==> config.mk <==
export PLATFORM = sky130hd
export DESIGN_NAME = video_source_scheduler
export DESIGN_NICKNAME = d
export VERILOG_FILES = /design/src/rtl/video_source_scheduler.sv
export SDC_FILE = /design/constraint.sdc
export NUM_CORES = 1
export LEC_CHECK = 0
export CAP_MARGIN = 0
export CORE_MARGIN = 2
export CORE_UTILIZATION = 40
export CTS_CLUSTER_DIAMETER = 120
export DETAILED_ROUTE_END_ITERATION = 12
export PLACE_DENSITY = 0.94
export SYNTH_ARGS = -nofsm -noshare
export SYNTH_HDL_FRONTEND = slang
export SYNTH_SLANG_ARGS = --single-unit
==> constraint.sdc <==
create_clock -name clk_pixel -period 6.1 [get_ports clk_pixel]
set_clock_uncertainty 0.2 [all_clocks]
set_input_delay 0.915 -clock clk_pixel [delete_from_list [all_inputs] [get_ports clk_pixel]]
set_output_delay 0.915 -clock clk_pixel [all_outputs]
set_load 0.005 [all_outputs]
==> src/rtl/video_source_scheduler.sv <==
// rtl/video_source_scheduler.sv - frame-synchronous pixel source scheduler for the hdmi rgb input
//
// Shares one rgb stream between several pixel generators. Source switches,
// whether manual or from auto rotation, only happen on the first pixel of a
// frame, so a frame is never split between two sources.

module video_source_scheduler #(
  parameter int NUM_SOURCES  = 4,
  parameter int DWELL_FRAMES = 60,
  parameter int SEL_W        = $clog2(NUM_SOURCES)
) (
  input  logic                      clk_pixel,
  input  logic                      RST,
  input  logic [9:0]                cx,
  input  logic [9:0]                cy,
  input  logic [24*NUM_SOURCES-1:0] src_rgb,
  input  logic                      auto_en,
  input  logic                      sel_req,
  input  logic [SEL_W-1:0]          sel_idx,
  output logic                      sel_ack,
  output logic [23:0]               rgb,
  output logic [SEL_W-1:0]          active_src,
  output logic [7:0]                frame_count,
  output logic                      frame_start
);

  // Dwell counter only needs to reach DWELL_FRAMES-1; keep at least one bit.
  localparam int DW = (DWELL_FRAMES > 1) ? $clog2(DWELL_FRAMES) : 1;

  localparam logic [DW-1:0]    DWELL_LAST  = DW'(DWELL_FRAMES - 1);
  localparam logic [SEL_W-1:0] LAST_SRC    = SEL_W'(NUM_SOURCES - 1);
  // One extra bit so a non-power-of-two source count can be compared safely.
  localparam logic [SEL_W:0]   NUM_SRC_EXT = (SEL_W + 1)'(NUM_SOURCES);

  localparam logic [1:0] ST_IDLE    = 2'd0;
  localparam logic [1:0] ST_PENDING = 2'd1;
  localparam logic [1:0] ST_ACKED   = 2'd2;

  logic             origin;
  logic             boundary;
  logic             origin_d_q;

  logic [1:0]       state_q, state_d;
  logic [SEL_W-1:0] req_idx_q, req_idx_d;
  logic             manual_apply;
  logic             req_in_range;
  logic             sel_ack_q, sel_ack_d;

  logic [SEL_W-1:0] active_src_q, active_src_d;
  logic [DW-1:0]    dwell_q, dwell_d;

  logic [7:0]       frame_count_q, frame_count_d;
  logic             frame_start_q;
  logic [23:0]      rgb_q, rgb_d;

  // A frame begins on the first cycle the raster sits at (0,0); holding
  // origin for several cycles must not produce repeated boundaries.
  assign origin   = (cx == 10'd0) && (cy == 10'd0);
  assign boundary = origin && !origin_d_q;

  assign req_in_range = ({1'b0, req_idx_q} < NUM_SRC_EXT);

  // Manual select handshake: latch the index on request, apply it on the next boundary.
  always_comb begin
    state_d      = state_q;
    req_idx_d    = req_idx_q;
    manual_apply = 1'b0;
    case (state_q)
      ST_IDLE: begin
        if (sel_req) begin
          req_idx_d = sel_idx;
          state_d   = ST_PENDING;
        end
      end
      ST_PENDING: begin
        // Dropping the request wins even if it coincides with a boundary.
        if (!sel_req) begin
          state_d = ST_IDLE;
        end else if (boundary) begin
          manual_apply = 1'b1;
          state_d      = ST_ACKED;
        end
      end
      ST_ACKED: begin
        if (!sel_req) begin
          state_d = ST_IDLE;
        end
      end
      default: begin
        state_d = ST_IDLE;
      end
    endcase
    sel_ack_d = (state_d == ST_ACKED);
  end

  // Source selection: a pending manual switch beats auto rotation on a boundary.
  always_comb begin
    active_src_d = active_src_q;
    dwell_d      = dwell_q;
    if (manual_apply) begin
      // Out-of-range indices are acknowledged but leave the source alone.
      if (req_in_range) begin
        active_src_d = req_idx_q;
      end
      dwell_d = '0;
    end else if (boundary) begin
      if (!auto_en) begin
        dwell_d = '0;
      end else if (dwell_q == DWELL_LAST) begin
        dwell_d      = '0;
        active_src_d = (active_src_q == LAST_SRC) ? '0 : active_src_q + 1'b1;
      end else begin
        dwell_d = dwell_q + 1'b1;
      end
    end
  end

  // Frame counter advances once per frame and wraps naturally at 8 bits.
  always_comb begin
    frame_count_d = frame_count_q;
    if (boundary) begin
      frame_count_d = frame_count_q + 8'd1;
    end
  end

  // Pixel mux uses the post-switch source so pixel (0,0) already comes from it.
  always_comb begin
    rgb_d = src_rgb[23:0];
    for (int i = 0; i < NUM_SOURCES; i++) begin
      if (active_src_d == SEL_W'(i)) begin
        rgb_d = src_rgb[24*i +: 24];
      end
    end
  end

  // Raster edge detector and frame bookkeeping registers.
  always_ff @(posedge clk_pixel or negedge RST) begin
    if (!RST) begin
      origin_d_q    <= 1'b0;
      frame_count_q <= 8'd0;
      frame_start_q <= 1'b0;
    end else begin
      origin_d_q    <= origin;
      frame_count_q <= frame_count_d;
      frame_start_q <= boundary;
    end
  end

  // Handshake state; reset drops any pending request and the acknowledge.
  always_ff @(posedge clk_pixel or negedge RST) begin
    if (!RST) begin
      state_q   <= ST_IDLE;
      req_idx_q <= '0;
      sel_ack_q <= 1'b0;
    end else begin
      state_q   <= state_d;
      req_idx_q <= req_idx_d;
      sel_ack_q <= sel_ack_d;
    end
  end

  // Active source and auto-rotation dwell counter.
  always_ff @(posedge clk_pixel or negedge RST) begin
    if (!RST) begin
      active_src_q <= '0;
      dwell_q      <= '0;
    end else begin
      active_src_q <= active_src_d;
      dwell_q      <= dwell_d;
    end
  end

  // Registered pixel output to hdmi.
  always_ff @(posedge clk_pixel or negedge RST) begin
    if (!RST) begin
      rgb_q <= 24'd0;
    end else begin
      rgb_q <= rgb_d;
    end
  end

  assign sel_ack     = sel_ack_q;
  assign rgb         = rgb_q;
  assign active_src  = active_src_q;
  assign frame_count = frame_count_q;
  assign frame_start = frame_start_q;

endmodule

==> summary.txt, run 1 <==
Outcome -> complete, no violations
Slowest cell on crit path -> a32oi_4
Max_cap viols -> 0
Die H -> 82.6 um
Die Span X -> 82.6 um
Fraction of the mapped netlist area in adder cells -> 0.0152
Worst VDD drop -> 0.0804 mV
Slew margin rel. -> 0.180
Clock Latency Late Sink -> 290 ps
Core Area -> 0.00596 mm^2
Clock network power share -> 0.286
# setup viols final -> 0
Most frequent cells in the layout -> clkdlybuf4s50_1, mux2i_1, dfrtp_1, nand2_1
Setup_tns -> 0 ps
Overall routing resource usage -> 0.216
Final period util -> 0.659
Psw -> 139 uW
H-tree levels -> 2
Largest net degree at the start of global routing -> 48
Hold-fix buffers, CTS -> 0
Port bufs -> 157
Root Buffer -> clkbuf_8
Initial antenna violation count -> 0
Routability cong. -> 0.773
Critical path fanouts, max -> 26
Gate power share -> 0.200
Dpl ws -> 1790 ps
Mapped Area -> 0.00247 mm^2
Final Max Tran Viols -> 0
FILL cells -> 451
Largest family of logic cells by synthesized area -> multiplexers
CTS resizes -> 0
Vias -> 2239
Final min period -> 4020 ps
Final HPWL DP -> 5750 um
Clock sink total -> 47
Synth warn -> 0
Die area -> 0.00683 mm^2
Reg2Reg Depth -> 8
Drt via density -> 5.03
Residual DRC -> 0
Startpoint Class -> input pin
Net Sw Frac -> 0.219
Post-synth top flop -> dfrtp_1
Area Growth Syn to Fin -> 69.6%
Xor and xnor area share after synthesis -> 0.0248
Cells after synthesis -> 211
Routed Antenna Nets -> 0
Worst stage delay on the critical path -> 950 ps
CTS tree -> yes
WHS Path Cells -> 1
Starting DRT DRC Count -> 66
Ports -> 158
Routed WL per cell -> 16.1 um
Critical Path Sink Type -> register
CP Data Required Time -> 6040 ps
Synth Area in Simple Gates -> 0.103
FFs w/ async S/R, synth -> 1.00
Synth Net Count -> 336
Critical path class -> input pin to register
Starting Density -> 0.415
Register area share after synthesis -> 0.476
First-pass GRT wire length -> 11000 um
Critical path, cell by cell -> clkdlybuf4s50_1 > nor4_1 > nand3_1 > a2111o_1 > a32oi_4 > buf_4 > mux2i_1 > mux2i_1
Post-synth EDFFs -> 0
Row cnt -> 28
Final hold viol count -> 0
HP Class -> register to register
Number of global-route vias before repair -> 2357
RSZ-0062 raised after global routing -> no
Inserted Diodes -> 0
Layout cells sized above 1 -> 0.0351
Pwr Density -> 151 mW/mm^2
First-pass detailed-route iteration total -> 4
Num CTS Buffers -> 5
Sequential group share of total power -> 0.514
Internal power -> 495 uW
Placed cells -> 437
Grt ovf -> 0
Fmax -> 249 MHz
Critical Path AT -> 3960 ps
# nets final -> 494
Clock slew at the register clock pins of the worst setup and hold paths -> 90 ps
Most common cell after layout, fill and taps aside -> clkdlybuf4s50_1
Post-CTS setup buffers -> 0
Post-synth cell types -> 35
Wirelength, routed -> 7180 um
CP dominant cell by count -> mux2i_1
Setup WS post-layout -> 2080 ps
Worst slew pin tran -> 1230 ps
Synth Register Bits -> 47
Post-synthesis mux area share -> 0.301
Syn avg cell area -> 11.7 um^2
Non-Filler Instances -> 445
Longest Clk Path Bufs -> 2
P_leak -> 1.98 nW
Post-synthesis compound-gate area fraction -> 0.0526
-- synthesized netlist by cell type (2+ instances only) --
cell | instances | area [um^2]
a21boi_0 | 2 | 15.0
a21o_1 | 2 | 15.0
a21oi_1 | 3 | 15.0
and3_1 | 3 | 18.8
buf_2 | 2 | 10.0
buf_4 | 3 | 22.5
buf_6 | 2 | 22.5
dfrtp_1 | 47 | 1180
ha_1 | 3 | 37.5
inv_1 | 2 | 7.51
mux2_2 | 2 | 22.5
mux2i_1 | 72 | 721
nand2_1 | 19 | 71.3
nand2b_1 | 2 | 12.5
nand3_1 | 6 | 30.0
nand4_1 | 3 | 18.8
nor2_1 | 6 | 22.5
nor3_1 | 2 | 10.0
nor4_1 | 6 | 37.5
o21ai_0 | 4 | 20.0
xnor2_1 | 5 | 43.8
xor2_1 | 2 | 17.5
-- layer usage --
metal  track usage  routed length, um
met1         0.236               2650
met2         0.395               3810
met3        0.0750                612
met4        0.0590                106
met5             0                  0
-- registers in the layout, summed over array words and instances, names as in the netlist --
signal and cells:
req_idx_q 2, origin_d_q 1, frame_start 1, active_src 2, dwell_q 6, rgb 24, state_q 2, frame_count 8
sel_ack 1
-- worst max-delay path, delay by kind of cell --
kind | cells | cell delay (ps)
AO/OA/AOI/OAI | 2 | 1370
buffers and inverters | 2 | 810
AND/OR/NAND/NOR | 2 | 500
multiplexers | 2 | 360
-- logic make-up (layout without fill, tap and decap cells) --
family | Yosys count | after routing
and+or+nand+nor | 51 | 51
buffers and inverters | 11 | 170
DFF | 47 | 47
AOI/OAI and AO/OA | 18 | 18
adders and majority gates | 3 | 3
xor gates and xnor gates | 7 | 7
muxes | 74 | 74
-- final timing paths --
kind	start	to	slack, ps
worst max register to register	dwell_q[0]	rgb[18]	2580
worst min-delay path	frame_count[7]	frame_count[7]	280
min in group asynchronous	RST	req_idx_q[0]	620
worst min register to register	frame_count[7]	frame_count[7]	280
max in group asynchronous	RST	rgb[6]	4440
worst max-delay path	cx[6]	rgb[18]	2080
-- area by class of cell --
| cell class | count | area [um^2] | share of cell area |
|---|---|---|---|
| timing repair buffer | 159 | 1580 | 0.377 |
| multi-input combinational | 153 | 1250 | 0.298 |
| sequential | 47 | 1180 | 0.281 |
| tap | 75 | 93.8 | 0.0224 |
| clock buffer | 7 | 76.3 | 0.0182 |
| inverter | 3 | 11.3 | 0.00269 |
| clock inverter | 1 | 5.00 | 0.00119 |
-- power by group through the flow --
| stage | combinational (mW) | clock (mW) | sequential [mW] |
|---|---|---|---|
| 2_1_floorplan | 0.0197 | 0 | 0.332 |
| 3_3_place_gp | 0.124 | 0 | 0.332 |
| 3_5_place_dp | 0.128 | 0 | 0.332 |
| 4_1_cts | 0.128 | 0.186 | 0.326 |
| 5_1_grt | 0.137 | 0.200 | 0.327 |
| 6_report | 0.127 | 0.181 | 0.326 |
-- per-stage QoR --
stage	total power [mW]	cell area (um^2)	util	hold slack, ps
6_report	0.634	4190	0.704	284
5_1_grt	0.663	4190	0.704	303
4_1_cts	0.640	4190	0.704	287
3_5_place_dp	0.460	4110	0.690	274
3_3_place_gp	0.456	4110	0.690	261
2_1_floorplan	0.352	2470	-	263
No activity file was read; power rests on OpenSTA's default activity.
==> run 2, diff against run 1 <==
--- a/config.mk
+++ b/config.mk
@@ -7,10 +7,10 @@
 export LEC_CHECK = 0
 export CAP_MARGIN = 0
 export CORE_MARGIN = 2
-export CORE_UTILIZATION = 40
+export CORE_UTILIZATION = 33
 export CTS_CLUSTER_DIAMETER = 120
 export DETAILED_ROUTE_END_ITERATION = 12
-export PLACE_DENSITY = 0.94
+export PLACE_DENSITY = 0.84
 export SYNTH_ARGS = -nofsm -noshare
 export SYNTH_HDL_FRONTEND = slang
 export SYNTH_SLANG_ARGS = --single-unit
==> constraint.sdc (replaced) <==
create_clock -name clk_pixel -period 3.6 [get_ports clk_pixel]
set_clock_uncertainty 0.2 [all_clocks]
set_input_delay 0.54 -clock clk_pixel [delete_from_list [all_inputs] [get_ports clk_pixel]]
set_output_delay 0.54 -clock clk_pixel [all_outputs]
set_load 0.005 [all_outputs]
==> summary.txt, run 2 (synthesized netlist as in run 1, its figures left out) <==
Root Buffer -> clkbuf_8
Clock sink total -> 47
Worst slew pin tran -> 1040 ps
Final period util -> 0.788
Port bufs -> 157
Max reg flops -> 24
FILL cells -> 606
Layout cells sized above 1 -> 0.0351
Non-Filler Instances -> 469
Most common cell after layout, fill and taps aside -> clkdlybuf4s50_1
R2r setup slk -> 880 ps
Crit path to -> rgb[6]
HP Class -> input pin to async pin
Placed cells -> 461
# setup viols final -> 0
P_leak -> 1.99 nW
Critical path fanouts, max -> 49
Area Growth Syn to Fin -> 71.8%
Worst r2r src -> dwell_q[0]
Die Span X -> 90.6 um
RSZ-0062 raised after global routing -> no
Grt ovf -> 0
Longest Clk Path Bufs -> 2
Routability cong. -> 0.750
Outcome -> complete, no violations
# nets final -> 494
Worst VDD drop -> 0.114 mV
Initial antenna violation count -> 0
Worst setup path startpoint -> cx[6]
Pwr Density -> 253 mW/mm^2
Clock slew at the register clock pins of the worst setup and hold paths -> 90 ps
Die H -> 90.6 um
Hold-fix buffers, CTS -> 0
Vias -> 2226
H-tree levels -> 2
Row cnt -> 31
Num CTS Buffers -> 5
Post-CTS setup buffers -> 0
Number of global-route vias before repair -> 2381
Most frequent cells in the layout -> clkdlybuf4s50_1, mux2i_1, dfrtp_1, nand2_1
Starting Density -> 0.341
Reg2Reg Depth -> 8
Max_cap viols -> 0
Routed WL per cell -> 14.3 um
Final min period -> 2840 ps
Critical Path AT -> 2800 ps
Ports -> 158
Slew margin rel. -> 0.307
Total power -> 1.07 mW
Inserted Diodes -> 0
Core Area -> 0.00725 mm^2
Final HPWL DP -> 5340 um
Overall routing resource usage -> 0.169
Largest net degree at the start of global routing -> 50
Residual DRC -> 0
R2R Path End -> rgb[6]
Drt via density -> 4.75
Critical path class -> input pin to register
Die area -> 0.00820 mm^2
Critical Path Sink Type -> register
Routed Antenna Nets -> 0
Starting DRT DRC Count -> 57
CTS resizes -> 0
Final Max Tran Viols -> 0
Final hold viol count -> 0
Fmax -> 352 MHz
Startpoint Class -> input pin
CP Data Required Time -> 3570 ps
Setup_tns -> 0 ps
CTS tree -> yes
Clock Latency Late Sink -> 290 ps
First-pass GRT wire length -> 11100 um
Wirelength, routed -> 6690 um
First-pass detailed-route iteration total -> 4
## run 2: cell count changes in the layout (fill, tap and decap cells not counted)
| cell | change |
|---|---|
| buf_12 | +2 |
| buf_4 | -2 |
## run 2: worst min path at each step
stage | start | to | slack (ps) | cells past startpoint
final | RST | sel_ack | 220 | 1
after detailed placement | frame_count[7] | frame_count[7] | 260 | 1
after floorplan | RST | active_src[0] | 40 | 0
after global routing | frame_count[7] | frame_count[7] | 300 | 1
after global placement | frame_count[7] | frame_count[7] | 260 | 1
after CTS | RST | active_src[1] | 270 | 1
## run 2: cell type report
type | count | area [um^2] | share of cell area
Tap cell | 99 | 124 | 0.0292
Sequential cell | 47 | 1180 | 0.277
Timing Repair Buffer | 159 | 1610 | 0.378
Clock inverter | 1 | 5.00 | 0.00118
Inverter | 3 | 11.3 | 0.00265
Multi-Input combinational cell | 153 | 1250 | 0.294
Clock buffer | 7 | 76.3 | 0.0180
## run 2: worst max-delay path, stage by stage
cell,delay (ps)
clkdlybuf4s50_1,400
nor4_1,330
nand3_1,160
a2111o_1,420
a32oi_4,200
buf_12,310
mux2i_1,250
mux2i_1,120
## run 2: per-layer routing
metal / GRT usage / vias to the layer above / part of all wire
li1: - / 1087 / -
met1: 0.177 / 1036 / 0.35
met2: 0.298 / 93 / 0.53
met3: 0.0810 / 10 / 0.10
met4: 0.0538 / 0 / 0.012
met5: 0 / - / 0
## run 2: per-stage QoR
step | instance area [um^2] | util | setup WS [ps] | hold WS [ps]
floorplan | 2470 | - | 1100 | 44.4
global placement | 4170 | 0.574 | 464 | 264
detailed placement | 4170 | 0.574 | 419 | 260
CTS | 4250 | 0.586 | 741 | 269
global route | 4250 | 0.586 | 568 | 296
finish | 4250 | 0.586 | 763 | 221
## run 2: power by group
| group | internal (mW) | switching (mW) |
|---|---|---|
| combinational | 0.157 | 0.0551 |
| sequential | 0.545 | 0.00698 |
| clock | 0.137 | 0.173 |
| total | 0.838 | 0.235 |
